===== src/rtl/vga_fb_scheduler.sv =====
// Frame-buffer arbiter: keeps the VGA prefetch FIFO ahead of scan-out and
// grants the single memory port to the writer whenever the FIFO is not urgent.
module vga_fb_scheduler #(
  parameter int unsigned H_DISP     = 800,
  parameter int unsigned V_DISP     = 600,
  parameter int unsigned ADDR_W     = 19,
  parameter int unsigned PIX_W      = 24,
  parameter int unsigned FIFO_DEPTH = 16,
  parameter int unsigned LOW_WM     = 4
) (
  input  logic              clk,
  input  logic              rst_n,
  input  logic              frame_start,
  input  logic              pix_pop,
  output logic [PIX_W-1:0]  pix_data,
  output logic              pix_valid,
  output logic              underflow,
  input  logic              underflow_clr,
  input  logic              wr_valid,
  output logic              wr_ready,
  input  logic [ADDR_W-1:0] wr_addr,
  input  logic [PIX_W-1:0]  wr_data,
  output logic              mem_en,
  output logic              mem_we,
  output logic [ADDR_W-1:0] mem_addr,
  output logic [PIX_W-1:0]  mem_wdata,
  input  logic [PIX_W-1:0]  mem_rdata
);

  localparam int unsigned N_PIX = H_DISP * V_DISP;
  localparam int unsigned PTR_W = $clog2(FIFO_DEPTH);
  localparam int unsigned CNT_W = PTR_W + 1;
  localparam logic [ADDR_W-1:0] LAST_ADDR = ADDR_W'(N_PIX - 1);

  logic [PIX_W-1:0]  r_fifo [FIFO_DEPTH];
  logic [PTR_W-1:0]  r_wr_ptr;
  logic [PTR_W-1:0]  r_rd_ptr;
  logic [CNT_W-1:0]  r_count;
  logic              r_inflight;
  logic [ADDR_W-1:0] r_rd_addr;
  logic              r_reads_done;
  logic              r_underflow;

  logic [CNT_W-1:0]  w_occ;
  logic              w_read_ok;
  logic              w_urgent;
  logic              w_active;
  logic              w_empty;
  logic              w_push;
  logic              w_pop;
  logic              w_uf_set;
  logic              w_rd_issue;
  logic              w_wr_issue;

  // Occupancy counts the read still in flight so its return always has a slot.
  assign w_occ     = r_count + CNT_W'(r_inflight);
  assign w_read_ok = ~r_reads_done & (w_occ < CNT_W'(FIFO_DEPTH));
  assign w_urgent  = w_occ < CNT_W'(LOW_WM);
  assign w_active  = rst_n & ~frame_start;
  assign w_empty   = (r_count == '0);
  assign w_push    = r_inflight & ~frame_start;
  assign w_pop     = pix_pop & ~w_empty & ~frame_start;
  assign w_uf_set  = pix_pop & w_empty & ~frame_start;

  assign pix_valid = ~w_empty;
  assign pix_data  = w_empty ? '0 : r_fifo[r_rd_ptr];
  assign underflow = r_underflow;

  // Port arbitration: urgent prefetch, then writer, then opportunistic prefetch.
  always_comb begin
    wr_ready   = 1'b0;
    mem_en     = 1'b0;
    mem_we     = 1'b0;
    mem_addr   = '0;
    mem_wdata  = '0;
    w_rd_issue = 1'b0;
    w_wr_issue = 1'b0;
    if (w_active) begin
      if (w_urgent & w_read_ok) begin
        w_rd_issue = 1'b1;
      end else begin
        wr_ready = 1'b1;
        if (wr_valid)       w_wr_issue = 1'b1;
        else if (w_read_ok) w_rd_issue = 1'b1;
      end
    end
    if (w_rd_issue) begin
      mem_en   = 1'b1;
      mem_addr = r_rd_addr;
    end else if (w_wr_issue) begin
      mem_en    = 1'b1;
      mem_we    = 1'b1;
      mem_addr  = wr_addr;
      mem_wdata = wr_data;
    end
  end

  always_ff @(posedge clk) begin
    if (w_push) r_fifo[r_wr_ptr] <= mem_rdata;
  end

  always_ff @(posedge clk) begin
    if (!rst_n) begin
      r_wr_ptr     <= '0;
      r_rd_ptr     <= '0;
      r_count      <= '0;
      r_inflight   <= 1'b0;
      r_rd_addr    <= '0;
      r_reads_done <= 1'b0;
      r_underflow  <= 1'b0;
    end else begin
      if (w_uf_set)           r_underflow <= 1'b1;
      else if (underflow_clr) r_underflow <= 1'b0;

      if (frame_start) begin
        // Flush drops any returning read along with the queued pixels.
        r_wr_ptr     <= '0;
        r_rd_ptr     <= '0;
        r_count      <= '0;
        r_inflight   <= 1'b0;
        r_rd_addr    <= '0;
        r_reads_done <= 1'b0;
      end else begin
        r_inflight <= w_rd_issue;
        if (w_rd_issue) begin
          if (r_rd_addr == LAST_ADDR) begin
            r_rd_addr    <= '0;
            r_reads_done <= 1'b1;
          end else begin
            r_rd_addr <= r_rd_addr + ADDR_W'(1);
          end
        end
        if (w_push) r_wr_ptr <= r_wr_ptr + PTR_W'(1);
        if (w_pop)  r_rd_ptr <= r_rd_ptr + PTR_W'(1);
        if (w_push & ~w_pop)      r_count <= r_count + CNT_W'(1);
        else if (~w_push & w_pop) r_count <= r_count - CNT_W'(1);
      end
    end
  end

endmodule


===== config.mk =====
export PLATFORM = sky130hd
export DESIGN_NAME = vga_fb_scheduler
export DESIGN_NICKNAME = d
export VERILOG_FILES = /design/src/rtl/vga_fb_scheduler.sv
export SDC_FILE = /design/constraint.sdc
export NUM_CORES = 1
export LEC_CHECK = 0
export BUFFER_PORTS_ARGS = -buffer_cell sky130_fd_sc_hd__buf_4
export CAP_MARGIN = 0
export CORE_MARGIN = 8
export CORE_UTILIZATION = 45
export DETAILED_ROUTE_END_ITERATION = 7
export SLEW_MARGIN = 15
export SYNTH_ARGS = -nofsm -noshare
export SYNTH_HDL_FRONTEND = slang
export SYNTH_SLANG_ARGS = --single-unit

===== constraint.sdc =====
create_clock -name clk -period 5.7 [get_ports clk]
set_input_delay 0.855 -clock clk [delete_from_list [all_inputs] [get_ports clk]]
set_output_delay 0.855 -clock clk [all_outputs]
set_load 0.02 [all_outputs]

After elaboration in Yosys (flattened, before gate mapping)
Memory sizes are Yosys's and may differ from the RTL's. A register that Yosys moved wholly into a read port is not among the register bits.
Cells that the tools add are included.

storage, ports and cells
  word-level logic and storage cells = 64
  memories kept = 1
  memory bits (writable) = 384
  register bits after elaboration = 35
  output and inout bits = 72
  bits of input ports = 73

cells by class
  add/sub/neg operators = 6
  bitwise operators = 16
  muxes and demuxes = 26
  magnitude comparators = 2
  eq/ne operators = 1
  reductions and logical operators = 5

memories
  memory  words  width  read ports  clocked after Yosys merged registers in  write ports  line  RTL
  r_fifo  16     24     1           1                                        1            35    logic [PIX_W-1:0] r_fifo [FIFO_DEPTH];

operators with widths
  cell                     count
  $mux W24                 3
  $mux W19                 3
  $add A19 B1 Y19 const B  1
  $eq A19 B19 Y1 const B   1
  $mux W1                  16
  $and A1 B1 Y1            10
  $mux W5                  2
  $add A4 B1 Y4 const B    2
  $mux W4                  2
  $not A1 Y1               6
  $add A5 B1 Y5            1
  $add A5 B1 Y5 const B    1
  $logic_not A5 Y1         1
  $lt A5 B3 Y1 const B     1
  $lt A5 B5 Y1 const B     1
  $sub A5 B1 Y5 const B    1
  $reduce_bool A2 Y1       2
  $reduce_and A2 Y1        1
  $reduce_or A2 Y1         1

Longest topological paths before layout
  depth in word-level cells = 8
  depth in mapped cells = 11
  mapped depth without buffers = 11

Worst setup path after synthesis
No wires, ideal clock.

  path kind = in2reg
  start point = in frame_start
  end point = reg r_count[4]
  path slack = 2747 ps
  path buffers = 0
  arrival time = 2883 ps
  stages on the path = 11
  setup time = 70 ps
  required time = 5630 ps
  path through = nand2b_1 a21oi_1 inv_1 ha_1 inv_1 ha_1 a21o_1 a21oi_1 xnor2_1 or3_2 a21oi_1

between the ends
  longest elaborated chain between the ends = 5
  elaborated cells on any way between the ends = 10
  classes of those cells = mux (1); bitwise (7); reduce/logical (2)

ends and longest elaborated chain
  item                                                  line      RTL
  from (decl)                                           13        input logic frame_start,
  $not A1 Y1                                            61, 62
  $and A1 B1 Y1 (on tied branches)                      62, 61
  $not A1 Y1 (on tied branches)                         135, 136
  $and A1 B1 Y1 (on tied branches)                      135, 136
  $mux W5 / $reduce_bool A2 Y1 (equally long branches)  -
  to (signal assigned)                                  135       if (w_push & ~w_pop) r_count <= r_count + CNT_W'(1);
  to (signal assigned)                                  136       else if (~w_push & w_pop) r_count <= r_count - CNT_W'(1);
  to (decl)                                             38        logic [CNT_W-1:0] r_count;

Several ways; a longest one is shown, not always the timed one.
A chain may end at the register's enable or synchronous reset.

==> flow_results.org <==
** Setup path
- Critical Path RT :: 4.85 ns
- Cell depth of the worst setup path :: 5
- Cell count of the worst reg-to-reg path :: 9
- Grouping stages by cell kind, the critical path spends the most delay in flip-flops.
- CP max stage cell :: dfxtp_4
- Maximum cell stage delay along the critical path :: 0.95 ns
- Crit. End Element :: output port
- Arrival time at the worst endpoint :: 3.20 ns
- Total buffers and inverters traversed by the critical path :: 2
- Of all nets on the critical path, the largest fanout is 57.
- Kind of start point of the critical path :: register
- By startpoint and endpoint, the worst setup path is classified as reg -> out.
- Sequence of cells on the critical path :: buf_4 -> mux4_2 -> mux4_2 -> nor2b_1 -> buf_4

** Worst hold path
- Min-Delay Path Class :: reg -> reg
- Counting instances, the worst hold path has a depth of 1.

** STA
- Setup repair after global routing left no endpoint under its margin.
- Maximum achievable frequency :: 246.9 MHz
- Final period utilization :: 71.06%
- Setup violations remaining at the end of the flow were counted as 0.
- At the pin with the least slew margin, the transition time is 0.9743 ns.
- In this run the tightest slew margin relative to its limit is 35.04%.
- Final hold analysis gives a worst-case slack of 0.4697 ns.
- Time the final worst path needs with I/O delays and setup :: 4.050 ns
- Setup slack closes at 1.650 ns.
- The total count of max-transition violations in the final report was 0.
- Adding up every negative setup slack in the final design gives 0 ns.
- The hold violation count in the final report came to 0.
- Worst clock skew on the final layout :: 0.008868 ns

** Synth
- Top flip-flop cell by instance count after synthesis :: edfxtp_1
- The number of nets in the synthesized netlist is 949.
- Counting flops and latches in the post-synthesis netlist gives 423.
- In this run the mean area of a mapped cell was 19.77 um2.
- Async SR Flop Fraction :: 0%
- Area fraction of the dominant cell type after synthesis :: 67.43%
- Unique masters post-synth :: 58
- Number of instances in the synthesized netlist :: 865
- Cell type with the highest aggregate area in the netlist :: edfxtp_1
- Synth top area cells :: edfxtp_1 67%, mux4_2 16%, dfxtp_1 4.6%
- Proportion of synthesized chip area in sequential cells :: 72.00%
- Most frequent cell after synthesis :: edfxtp_1
- Number of synthesized flops with an enable pin :: 384
- Area of the mapped netlist :: 0.01710 mm2
- Cell types with the highest counts after synthesis :: 384 x edfxtp_1, 120 x mux4_2, 39 x dfxtp_1
- Yosys warning total :: 0

** Power
- VDD sags by at most 0.1931 mV.
- Net switching is 20.59% of the power.
- Sequential cells account for 53.5% of the total power.
- The clock network burns 42.1% of the power.
- Power spread over the standard cell area amounts to 317.1 mW/mm2.
- Int Pwr :: 5.047 mW
- Summed over all cells, the static leakage comes to 6.538 nW.
- Combinational cells account for 4.4% of the total power.
- Power dissipated by switching net loads :: 1.308 mW

** Placement
- The wire-length estimate of the detail-placed layout is 21.15 mm.
- Area post-placement :: 0.01870 mm2
- Input/output buffers :: 144
- At the end of routability-driven placement, the weighted congestion stood at 0.7569.
- Before CTS, the worst setup slack after placement is 2.023 ns.

** Clock network
- TritonCTS built the clock tree.
- The clock passes through at most 3 buffers.
- Number of clock sinks :: 423
- The clock tree synthesis step divided the H-tree into 2 levels.
- The cell sitting at the root of the clock tree is a clkbuf_16.
- In this run the post-CTS setup repair buffer count came out at 0.
- Post-cts sizing count :: 0
- In this run, CTS created clock tree buffers numbering 44.
- Clock transition at path regs :: 0.06 ns
- Clock latency on the worst-skew pair, taken at its later pin, is 0.53 ns.
- Quantity of hold-fixing buffers added after cts :: 0

** Cells and area
- After the last flow step, the layout net total stands at 1101.
- Area growth from synthesis to layout :: 17.20%
- Antenna cell count :: 0
- Share of post-route cells with drive strength above 1 :: 34.79%
- Final std cell area, no fill :: 0.02004 mm2

** Drt
- After detailed routing, the met2 layer carries 19.10 mm of wire.
- After detailed routing, the met3 layer carries 1.742 mm of wire.
- The detail route stage leaves a number of antenna-violating nets equal to 0.
- In the routed layout, each cell is associated on average with a via count of 5.575.
- Post-route met1 wirelength :: 17.15 mm
- Number of DRC violations after detailed-routing iteration 0 :: 715
- Summed over all layers, the routed wires come to 38.75 mm.
- For this run, design rule violations remaining after detail routing come to 0.
- The pre-antenna-repair detailed-routing pass consisted of 5 iterations.
- The detailed router placed 8714 vias in this run.
- Mean routed wirelength per cell :: 24.79 um
- Uppermost signal routing layer after detailed routing :: met4

** Floorplan
- Die Width :: 210.9 um
- The die covers 0.04449 mm2.
- Die H :: 210.9 um
- In this run the count of I/O pins placed on the die edge is 145.
- Site row count :: 71
- Starting utilization of the core area :: 45.51%
- The floorplan step defined a core boundary enclosing 0.03758 mm2.

** GRT
- Entering global routing, the biggest net connects 65 pins.
- Wire length of the first global-routing pass :: 58.48 mm
- Total track usage :: 17.44%
- The total overflow left after global routing is 0.
- Initial antenna violation count :: 0
- Via count of the first global-routing pass :: 9274

** Flow run
- Max-cap violations in this run came to 0.

** Run status
- Run status :: finished clean
power by group through the flow:
stage / sequential, mW / clock (mW) / combinational, mW
final: 3.40 / 2.67 / 0.283
after global placement: 3.46 / 0 / 0.283
after CTS: 3.40 / 2.73 / 0.288
after global routing: 3.40 / 2.83 / 0.308
after floorplan: 3.46 / 0 / 0.140
after detailed placement: 3.46 / 0 / 0.287
sequential cells by signal, indices dropped and copies added, names as in the netlist, named ones only:
signal,cells
r_rd_ptr,4
r_inflight,1
r_rd_addr,19
r_fifo,384
r_reads_done,1
r_count,5
underflow,1
r_wr_ptr,4
final timing paths:
kind                                   start      endpoint  slack, ns
worst max-delay path                register   pix_data[3]       1.65
worst min-delay path            r_reads_done  r_reads_done       0.47
worst max register to register    r_inflight    r_count[4]       2.85
worst min register to register  r_reads_done  r_reads_done       0.47
final cells by class:
class | count | area [um2]
Clock buffer | 55 | 1164
Clock inverter | 26 | 176.4
Fill cell | 2949 | 17540
Inverter | 10 | 37.54
Multi-Input combinational cell | 385 | 4542
Sequential cell | 423 | 12320
Tap cell | 511 | 639.4
Timing Repair Buffer | 153 | 1161
cell usage in the layout, fill, tap and decap left out, drive strengths merged, types with 3 or more instances in the layout:
master,netlist,routed
o21ai,9,9
and2,18,18
ha,10,10
o2bb2ai,4,4
a22o,19,19
or4,3,3
or3,6,6
buf,26,153
dfxtp,39,39
a21oi,17,17
nor2,29,29
nor2b,27,27
nor3,11,11
clkinv,0,20
nand4,5,5
mux2i,6,6
xor2,7,7
inv,10,12
xnor2,5,5
nand4b,5,5
and3,27,27
edfxtp,384,384
nand3,13,13
nand2,16,16
clkbuf,21,55
o211ai,4,4
mux4,120,120
stage by stage:
| stage | util, % | total power, mW | cells |
|---|---|---|---|
| 6_report | 53.33 | 6.355 | 1563 |
| 5_1_grt | 53.33 | 6.539 | 1563 |
| 4_1_cts | 53.33 | 6.412 | 1563 |
| 3_5_place_dp | 49.77 | 3.751 | 1482 |
| 3_3_place_gp | 49.77 | 3.746 | 1482 |
| 2_1_floorplan | - | 3.603 | 865 |
routing by layer:
| metal | vias to the layer above | global-route usage [%] |
|---|---|---|
| li1 | 3869 | - |
| met1 | 4584 | 24.55 |
| met2 | 202 | 28.42 |
| met3 | 59 | 2.685 |
| met4 | 0 | 4.271 |
| met5 | - | 0 |
logic make-up (layout without fill, tap and decap cells):
kind of cell    count (synthesis)  in the layout  share of synthesized area, %
fa+ha+maj                      11             11                        0.8488
mux                           126            126                         16.23
compound gates                 66             66                         2.941
flops                         423            423                         72.00
xor+xnor                       12             12                        0.6146
buf+inv                        57            244                         1.588
simple gates                  170            170                         5.780
Note: power is estimated with default switching activity, not from simulation.
